===== config.mk =====
export PLATFORM = sky130hd
export DESIGN_NAME = i4004_timing_flat
export DESIGN_NICKNAME = d
export VERILOG_FILES = /design/src/rtl/i4004_timing_if.sv /design/src/rtl/i4004_timing.sv /design/src/flat_wrapper.sv
export SDC_FILE = /design/constraint.sdc
export NUM_CORES = 1
export LEC_CHECK = 0
export ABC_AREA = 1
export CORE_AREA = 2 2 63 77
export CTS_BUF_LIST = sky130_fd_sc_hd__clkbuf_8 sky130_fd_sc_hd__clkbuf_16
export DETAILED_ROUTE_END_ITERATION = 6
export DIE_AREA = 0 0 65 79
export SYNTH_ARGS = -nofsm -noshare
export SYNTH_HDL_FRONTEND = slang
export SYNTH_SLANG_ARGS = --single-unit

===== constraint.sdc =====
create_clock -name clk_i -period 3.01 [get_ports clk_i]
set_clock_uncertainty 0.05 [all_clocks]
set_input_delay 0.602 -clock clk_i [delete_from_list [all_inputs] [get_ports clk_i]]
set_output_delay 0.602 -clock clk_i [all_outputs]
set_load 0.02 [all_outputs]

===== src/rtl/i4004_timing_if.sv =====
// i4004_timing_if -- pin-level bundle for the 4004 timing generator.
//   PHI1_i, PHI2_i, RESET_i : CPU clock phases and CPU reset pin (async to clk_i)
//   SYNC_o                  : machine-cycle sync, low in the sync state
//   state_o, state_oh_o     : current machine state, binary and one-hot
//   phi1_rise_o/phi2_rise_o : one-clk synchronized rising-edge pulses
//   cycle_end_o             : one-clk pulse on the X3 -> A1 wrap
//   cpu_clear_o             : CPU internal-clear request
//   phase_err_o             : sticky phase-error flag
// modport slave is the timing block; modport master is whoever drives the pins.
interface i4004_timing_if;
  logic       PHI1_i;
  logic       PHI2_i;
  logic       RESET_i;
  logic       SYNC_o;
  logic [2:0] state_o;
  logic [7:0] state_oh_o;
  logic       phi1_rise_o;
  logic       phi2_rise_o;
  logic       cycle_end_o;
  logic       cpu_clear_o;
  logic       phase_err_o;

  modport master (
    output PHI1_i, PHI2_i, RESET_i,
    input  SYNC_o, state_o, state_oh_o, phi1_rise_o, phi2_rise_o,
           cycle_end_o, cpu_clear_o, phase_err_o
  );

  modport slave (
    input  PHI1_i, PHI2_i, RESET_i,
    output SYNC_o, state_o, state_oh_o, phi1_rise_o, phi2_rise_o,
           cycle_end_o, cpu_clear_o, phase_err_o
  );
endinterface


===== src/rtl/i4004_timing.sv =====
// i4004_timing -- machine-cycle timing generator for a 4004-style CPU.
// Synchronizes the two CPU clock phases and the CPU reset pin into clk_i,
// steps an 8-state machine cycle (A1..X3) on every PHI2 rising edge, and
// raises a CPU clear once RESET has been held for RESET_CYCLES machine cycles.
// Ports:
//   clk_i : design clock, all logic on its rising edge
//   rst_i : synchronous active-high block reset
//   bus   : i4004_timing_if.slave (CPU pins and status outputs)
// Parameters: SYNC_STAGES (1..4), RESET_CYCLES (1..255), SYNC_STATE (0..7).
// Optional feature: define I4004_TIMING_PHASE_CHECK_EN to build the sticky
// phase checker; otherwise phase_err_o is tied low.
module i4004_timing #(
  parameter int SYNC_STAGES  = 2,
  parameter int RESET_CYCLES = 8,
  parameter int SYNC_STATE   = 7
) (
  input logic           clk_i,
  input logic           rst_i,
  i4004_timing_if.slave bus
);

  typedef enum logic [2:0] {A1, A2, A3, M1, M2, X1, X2, X3} state_t;

  localparam logic [2:0] SYNC_ST   = SYNC_STATE[2:0];
  localparam logic [7:0] CLEAR_CNT = RESET_CYCLES[7:0];

  function automatic logic [SYNC_STAGES-1:0] shift_in(
    input logic [SYNC_STAGES-1:0] chain,
    input logic                   d
  );
    logic [SYNC_STAGES-1:0] r;
    r    = chain << 1;
    r[0] = d;
    return r;
  endfunction

  logic [SYNC_STAGES-1:0] phi1_sync, phi2_sync, reset_sync;
  logic                   phi1_prev, phi2_prev;
  logic                   phi1_s, phi2_s, reset_s;
  logic                   phi1_edge, phi2_edge, wrap_edge;
  state_t                 state_q, state_n;
  logic                   sync_q;
  logic [7:0]             state_oh_q;
  logic                   phi1_rise_q, phi2_rise_q, cycle_end_q, cpu_clear_q;
  logic [7:0]             reset_cnt;

  assign phi1_s    = phi1_sync[SYNC_STAGES-1];
  assign phi2_s    = phi2_sync[SYNC_STAGES-1];
  assign reset_s   = reset_sync[SYNC_STAGES-1];
  assign phi1_edge = phi1_s & ~phi1_prev;
  assign phi2_edge = phi2_s & ~phi2_prev;
  assign wrap_edge = phi2_edge && (state_q == X3);
  assign state_n   = phi2_edge ? state_t'(state_q + 3'd1) : state_q;

  always_ff @(posedge clk_i) begin
    if (rst_i) begin
      // PHI chains park high so a phase already high at release is not an edge.
      phi1_sync   <= '1;
      phi2_sync   <= '1;
      phi1_prev   <= 1'b1;
      phi2_prev   <= 1'b1;
      reset_sync  <= '0;
      state_q     <= X3;
      sync_q      <= (X3 != SYNC_ST);
      state_oh_q  <= 8'h80;
      phi1_rise_q <= 1'b0;
      phi2_rise_q <= 1'b0;
      cycle_end_q <= 1'b0;
      cpu_clear_q <= 1'b0;
      reset_cnt   <= 8'd0;
    end else begin
      // Synchronizer stage: each async pin through SYNC_STAGES flops.
      phi1_sync  <= shift_in(phi1_sync, bus.PHI1_i);
      phi2_sync  <= shift_in(phi2_sync, bus.PHI2_i);
      reset_sync <= shift_in(reset_sync, bus.RESET_i);
      phi1_prev  <= phi1_s;
      phi2_prev  <= phi2_s;

      // Edge/state stage: pulses and the state-derived outputs share one edge.
      phi1_rise_q <= phi1_edge;
      phi2_rise_q <= phi2_edge;
      state_q     <= state_n;
      sync_q      <= (state_n != SYNC_ST);
      state_oh_q  <= 8'd1 << state_n;
      cycle_end_q <= wrap_edge;

      // Reset-hold counter saturates at CLEAR_CNT; clear holds with it.
      if (!reset_s) begin
        reset_cnt   <= 8'd0;
        cpu_clear_q <= 1'b0;
      end else if (wrap_edge && (reset_cnt != CLEAR_CNT)) begin
        reset_cnt   <= reset_cnt + 8'd1;
        cpu_clear_q <= ((reset_cnt + 8'd1) == CLEAR_CNT);
      end
    end
  end

`ifdef I4004_TIMING_PHASE_CHECK_EN
  logic phase_err_q;
  logic phi2_unpaired;

  // phi2_unpaired starts clear, so the first PHI2 after reset is exempt.
  always_ff @(posedge clk_i) begin
    if (rst_i) begin
      phase_err_q   <= 1'b0;
      phi2_unpaired <= 1'b0;
    end else begin
      if ((phi1_s && phi2_s) || (phi2_edge && phi2_unpaired))
        phase_err_q <= 1'b1;
      if (phi1_edge)
        phi2_unpaired <= 1'b0;
      else if (phi2_edge)
        phi2_unpaired <= 1'b1;
    end
  end

  assign bus.phase_err_o = phase_err_q;
`else
  assign bus.phase_err_o = 1'b0;
`endif

  assign bus.SYNC_o      = sync_q;
  assign bus.state_o     = state_q;
  assign bus.state_oh_o  = state_oh_q;
  assign bus.phi1_rise_o = phi1_rise_q;
  assign bus.phi2_rise_o = phi2_rise_q;
  assign bus.cycle_end_o = cycle_end_q;
  assign bus.cpu_clear_o = cpu_clear_q;

endmodule


===== src/flat_wrapper.sv =====
// flat-port wrapper written by rule: the top's interface ports become plain ports
module i4004_timing_flat 
#(
  parameter int SYNC_STAGES  = 2,
  parameter int RESET_CYCLES = 8,
  parameter int SYNC_STATE   = 7
)
  (clk_i, rst_i, bus_PHI1_i, bus_PHI2_i, bus_RESET_i, bus_SYNC_o, bus_state_o, bus_state_oh_o, bus_phi1_rise_o, bus_phi2_rise_o, bus_cycle_end_o, bus_cpu_clear_o, bus_phase_err_o);
  i4004_timing_if bus_i ();
  input logic clk_i;
  input logic rst_i;
  input wire logic [$bits(bus_i.PHI1_i)-1:0] bus_PHI1_i;
  input wire logic [$bits(bus_i.PHI2_i)-1:0] bus_PHI2_i;
  input wire logic [$bits(bus_i.RESET_i)-1:0] bus_RESET_i;
  output wire logic [$bits(bus_i.SYNC_o)-1:0] bus_SYNC_o;
  output wire logic [$bits(bus_i.state_o)-1:0] bus_state_o;
  output wire logic [$bits(bus_i.state_oh_o)-1:0] bus_state_oh_o;
  output wire logic [$bits(bus_i.phi1_rise_o)-1:0] bus_phi1_rise_o;
  output wire logic [$bits(bus_i.phi2_rise_o)-1:0] bus_phi2_rise_o;
  output wire logic [$bits(bus_i.cycle_end_o)-1:0] bus_cycle_end_o;
  output wire logic [$bits(bus_i.cpu_clear_o)-1:0] bus_cpu_clear_o;
  output wire logic [$bits(bus_i.phase_err_o)-1:0] bus_phase_err_o;
  assign bus_i.PHI1_i = bus_PHI1_i;
  assign bus_i.PHI2_i = bus_PHI2_i;
  assign bus_i.RESET_i = bus_RESET_i;
  assign bus_SYNC_o = bus_i.SYNC_o;
  assign bus_state_o = bus_i.state_o;
  assign bus_state_oh_o = bus_i.state_oh_o;
  assign bus_phi1_rise_o = bus_i.phi1_rise_o;
  assign bus_phi2_rise_o = bus_i.phi2_rise_o;
  assign bus_cycle_end_o = bus_i.cycle_end_o;
  assign bus_cpu_clear_o = bus_i.cpu_clear_o;
  assign bus_phase_err_o = bus_i.phase_err_o;
  i4004_timing #(.SYNC_STAGES(SYNC_STAGES), .RESET_CYCLES(RESET_CYCLES), .SYNC_STATE(SYNC_STATE)) u_core (.clk_i(clk_i), .rst_i(rst_i), .bus(bus_i));
endmodule

==> results_dict.tcl, run 1 <==
set metrics [dict create \
    power_per_cell_area_nw_per_um2 548 \
    via_per_inst 4.03 \
    r2r-start "u_core.reset_cnt[0]" \
    cp.required_ps 2360 \
    timing.max_cap.violations 0 \
    clkLatencyLatePin_ps 280 \
    wl_mm 2.19 \
    yosysUniqueCellTypes 26 \
    yosys_warnings 0 \
    status "finished clean" \
    regArea_um2 641 \
    hold_viol 0 \
    path_class "reg -> out" \
    cts_tree "built" \
    netlist_area_um2 1270 \
    grtUsageTotal_pct 9.95 \
    timing.hold.ws_ps 343 \
    arrival_ps 1280 \
    root_buffer "clkbuf_8" \
    cts_resized 0 \
    tns_ps 0 \
    setup_viol 0 \
    crit_slowest_cell "clkdlybuf4s50_1" \
    cpPeakStageDelay_ps 620 \
    fmax_ghz 0.519 \
    synth_seq_cells 32 \
    wl_per_cell_um 9.17 \
    drive_above_1_share_pct 11.6 \
    path_depth 1 \
    cts_inserted_buffers 5 \
    gp_congestion 0.725 \
    crit_family "buffers and inverters" \
    io_buffers 20 \
    min_from "u_core.phi1_prev" \
    start_kind "flip-flop" \
    die_area_um2 5140 \
    syn_nets 166 \
    ir_worst_vdd_v 0.000587 \
    grt_max_degree 18 \
    drt_iter0_drc 14 \
    rsz0062_at_grt "false" \
    min_period_ps 1930 \
    worstPathCellList "clkdlybuf4s50_1" \
    critPathBufInv 1 \
    end_kind "output port" \
    placementRows 27 \
    postCtsSetupRepairBufs 0 \
    ys_seq_area_share_pct 50.4 \
    hold_class "reg -> reg" \
    fp.dieW_um 65 \
    ioPinCount 22 \
    maxSlewViolCount 0 \
    r2r_end "u_core.bus.cpu_clear_o" \
    cp_max_fo 3 \
    cts_max_level 2 \
    final_nets 190 \
    period_share_pct 64.0 \
    grt_overflow 0 \
    cts.sinks 32 \
    grt_first_pass_wirelength_mm 3.96 \
    reg2reg_depth 7 \
    synth_area_per_cell_um2 8.15 \
    crit_path_end "bus_state_o[0]" \
    drc 0 \
    rrSetupSlack_ps 1450 \
    leakage_uw 0.000675 \
    area_growth_syn_to_layout_pct 28.4 \
    dpl.hpwl_mm 1.62 \
    start_util_pct 28.7 \
    coreArea_um2 4430 \
    drt-pass1-iter-count 2 \
    num_vias 964 \
    clk_pin_slew_ps 70 \
    startpoint "u_core.bus.state_o[0]" \
    netlist_instances 156 \
    multi_input_area_um2 518 \
    grt_pass1_vias 939 \
    cts_buffer_depth 2 \
    fp.dieH_um 79 \
    antenna_cells 0 \
    detail-route-antenna-nets 0 \
    antenna_found_initial 0 \
    ctsHoldBuffers 0 \
    nFillCells 442 \
]
==> cell families (layout without fill, tap and decap cells) <==
| group | after synthesis | in the layout | share of synthesized area (%) |
|---|---|---|---|
| compound gates | 19 | 19 | 9.94 |
| xor+xnor | 2 | 2 | 1.38 |
| fa+ha+maj | 5 | 5 | 4.92 |
| buf+inv | 27 | 52 | 8.86 |
| flops | 32 | 32 | 50.4 |
| mux | 1 | 1 | 0.787 |
| other cells | 1 | 1 | 0.295 |
| simple gates | 69 | 69 | 23.4 |
==> cell usage in the layout, fill, tap and decap left out, drive strengths merged <==
cell type | netlist | routed
nor3 | 2 | 2
conb | 1 | 1
clkbuf | 1 | 5
or2 | 5 | 5
o21ai | 9 | 9
nand3 | 7 | 7
a211oi | 2 | 2
inv | 24 | 24
mux2i | 1 | 1
clkinvlp | 0 | 1
o21bai | 1 | 1
xnor2 | 1 | 1
ha | 5 | 5
clkinv | 0 | 1
dfxtp | 32 | 32
bufinv | 0 | 1
nor2 | 24 | 24
clkdlybuf4s50 | 0 | 20
nand2 | 31 | 31
a21oi | 7 | 7
xor2 | 1 | 1
==> power by group <==
group / total [uW] / internal [uW] / switching, uW
clock: 402 / 245 / 157
sequential: 438 / 434 / 3.66
combinational: 54.9 / 23.9 / 31.0
==> per-layer routing <==
layer | routed length (um) | share of wire, % | global-route usage, %
met5 | 0 | 0 | 0
met1 | 1010 | 46 | 11.0
met4 | 67 | 3.1 | 7.02
met2 | 1030 | 47 | 16.7
met3 | 81 | 3.7 | 2.12
==> area by class of cell <==
| cell class | instances | area share [%] |
|---|---|---|
| Tap cell | 58 | 4.44 |
| Multi-Input combinational cell | 97 | 31.7 |
| Inverter | 24 | 5.52 |
| Clock inverter | 3 | 2.61 |
| Timing Repair Buffer | 20 | 12.3 |
| Sequential cell | 32 | 39.2 |
| Clock buffer | 5 | 4.21 |
==> sequential cells by signal (all words and copies together), names as in the netlist <==
name and count:
u_core.bus.phi2_rise_o 1, u_core.phi1_prev 1, u_core.phi2_sync 2, u_core.reset_cnt 8, u_core.bus.cpu_clear_o 1, u_core.bus.SYNC_o 1
u_core.reset_sync 2, u_core.bus.state_oh_o 8, u_core.phi1_sync 2, u_core.bus.state_o 3, u_core.bus.phi1_rise_o 1, u_core.phi2_prev 1
u_core.bus.cycle_end_o 1
==> synth_stat cells, drive strengths merged <==
| cell type | count | area share, % |
|---|---|---|
| nand2 | 31 | 9.5 |
| o21ai | 9 | 4.7 |
| buf | 2 | 1.5 |
| ha | 5 | 4.9 |
| nor3 | 2 | 0.79 |
| dfxtp | 32 | 50 |
| o21bai | 1 | 0.59 |
| a21oi | 7 | 3.1 |
| a211oi | 2 | 1.6 |
| clkbuf | 1 | 0.29 |
| xor2 | 1 | 0.69 |
| xnor2 | 1 | 0.69 |
| nand3 | 7 | 2.8 |
| inv | 24 | 7.1 |
| or2 | 5 | 2.5 |
| mux2i | 1 | 0.79 |
| nor2 | 24 | 7.9 |
| conb | 1 | 0.29 |
==> how the worst min path moves through the flow <==
stage                                         to  slack, ps  cells past startpoint
after floorplan           u_core.bus.phi1_rise_o        320                      1
after global placement    u_core.bus.phi1_rise_o        340                      1
after detailed placement  u_core.bus.phi1_rise_o        340                      1
after CTS                 u_core.bus.phi1_rise_o        350                      1
after global routing      u_core.bus.phi1_rise_o        370                      1
final                     u_core.bus.phi1_rise_o        340                      1
==> stage by stage <==
| step | util (%) | cell area, um2 | std cells | total power (uW) | setup WS [ps] |
|---|---|---|---|---|---|
| CTS | 36.9 | 1630 | 239 | 903 | 1070 |
| global placement | 34.4 | 1520 | 231 | 503 | 887 |
| global route | 36.9 | 1630 | 239 | 934 | 999 |
| detailed placement | 34.4 | 1520 | 231 | 503 | 858 |
| floorplan | - | 1270 | 156 | 482 | 1530 |
| finish | 36.9 | 1630 | 239 | 895 | 1080 |
(Power assumes the default switching activity.)
==> run 2, diff against run 1 <==
==> constraint.sdc (replaced) <==
create_clock -name clk_i -period 2 [get_ports clk_i]
set_clock_uncertainty 0.05 [all_clocks]
set_input_delay 0.4 -clock clk_i [delete_from_list [all_inputs] [get_ports clk_i]]
set_output_delay 0.4 -clock clk_i [all_outputs]
set_load 0.02 [all_outputs]
==> run 2 against run 1 <==
Effect of this change:
- global-route usage is 0.74 points lower
- hold slack got worse by 4.0 ps
- core utilization did not move
- clock-buffer cell count rose by 2
- power is 41% higher
- wire length decreased by 1.3%
- clock power rose by 29%
- largest cell class unchanged
==> results_dict.tcl, run 2 (synthesis gave the netlist of run 1 again) <==
set metrics [dict create \
    status "finished clean" \
    die_area_um2 5140 \
    grt_first_pass_wirelength_mm 3.55 \
    multi_input_area_um2 518 \
    drt_iter0_drc 17 \
    clk_pin_slew_ps 60 \
    antenna_found_initial 0 \
    detail-route-antenna-nets 0 \
    fmax_ghz 0.578 \
    leakage_uw 0.000681 \
    grt_overflow 0 \
    grt_max_degree 18 \
    min_period_ps 1730 \
    drive_above_1_share_pct 12.1 \
    path_class "reg -> out" \
    cpPeakStageDelay_ps 620 \
    cts_max_level 2 \
    maxSlewViolCount 0 \
    arrival_ps 1280 \
    ir_worst_vdd_v 0.000512 \
    setup_viol 0 \
    grtUsageTotal_pct 9.21 \
    dp_slack_ps 422 \
    hold_class "reg -> reg" \
    rsz0062_at_grt "false" \
    postCtsSetupRepairBufs 0 \
    fp.dieW_um 65 \
    cts_resized 0 \
    ctsHoldBuffers 0 \
    mostFrequentLayoutCells "32 x dfxtp_1, 29 x nand2_1, 24 x inv_1" \
    wl_mm 2.16 \
    dpl.hpwl_mm 1.61 \
    coreArea_um2 4430 \
    via_per_inst 4.16 \
    io_buffers 20 \
    area_growth_syn_to_layout_pct 28.4 \
    antenna_cells 0 \
    start_kind "flip-flop" \
    clkLatencyLatePin_ps 280 \
    tns_ps 0 \
    drc 0 \
    cts_inserted_buffers 5 \
    worstPathCellList "clkdlybuf4s50_1" \
    end_kind "output port" \
    crit_family "buffers and inverters" \
    root_buffer "clkbuf_8" \
    gp_congestion 0.797 \
    placementRows 27 \
    cts.sinks 32 \
    num_vias 998 \
    final_nets 192 \
    worst_slack_ps 271 \
    critPathBufInv 1 \
    start_util_pct 28.7 \
    final_common_cell "dfxtp_1" \
    drt-pass1-iter-count 4 \
    crit_slowest_cell "clkdlybuf4s50_1" \
    fp.dieH_um 79 \
    cp.required_ps 1550 \
    wl_per_cell_um 9.02 \
    cp_max_fo 3 \
    period_share_pct 86.5 \
    cts_tree "built" \
    grt_pass1_vias 866 \
    power_per_cell_area_nw_per_um2 774 \
    regArea_um2 641 \
    timing.max_cap.violations 0 \
    cts_buffer_depth 2 \
    ioPinCount 22 \
    nFillCells 446 \
    hold_viol 0 \
]
-- run 2: metal layers --
layer | routed length (um) | GRT usage (%) | share of wire [%]
met5 | 0 | 0 | 0
met4 | 34 | 7.02 | 1.6
met3 | 88 | 2.69 | 4.1
met2 | 1070 | 14.5 | 49
met1 | 971 | 10.3 | 45
-- run 2: layout make-up --
class,count,share of cell area [%]
inverters,24,5.52
repair buffers,22,13.2
flip-flops and latches,32,39.2
multi-input cells,97,31.7
clock buffers,7,5.90
well taps,58,4.44
-- run 2: per-stage QoR --
stage	area, um2	util, %	instances	power (uW)	hold slack (ps)
finish	1630	36.9	240	1260	339
detailed placement	1540	34.7	233	761	331
floorplan	1270	-	156	726	323
CTS	1630	36.9	240	1290	336
global placement	1540	34.7	233	760	328
global route	1630	36.9	240	1320	372
-- run 2: path summary, 6_finish.rpt --
| path | to | depth (start not counted) | from | slack, ps |
|---|---|---|---|---|
| setup / recovery | bus_state_o[0] | 1 | u_core.bus.state_o[0] | 270 |
| hold / removal | u_core.bus.phi1_rise_o | 1 | u_core.phi1_prev | 340 |
| setup reg to reg | u_core.bus.cpu_clear_o | 7 | u_core.reset_cnt[0] | 440 |
| hold reg to reg | u_core.bus.phi1_rise_o | 1 | u_core.phi1_prev | 340 |
-- run 2: where the power goes --
group	switching (uW)	internal, uW
registers	5.47	654
logic	47.4	38.6
clock network	213	306
total	266	998
==> run 3, diff against run 2 <==
--- a/config.mk
+++ b/config.mk
@@ -10,6 +10,7 @@
 export CTS_BUF_LIST = sky130_fd_sc_hd__clkbuf_8 sky130_fd_sc_hd__clkbuf_16
 export DETAILED_ROUTE_END_ITERATION = 6
 export DIE_AREA = 0 0 65 79
+export HOLD_SLACK_MARGIN = 0.15
 export SYNTH_ARGS = -nofsm -noshare
 export SYNTH_HDL_FRONTEND = slang
 export SYNTH_SLANG_ARGS = --single-unit
==> results of run 3 <==
Final layout, timing and power as in run 2 (identical DEF).
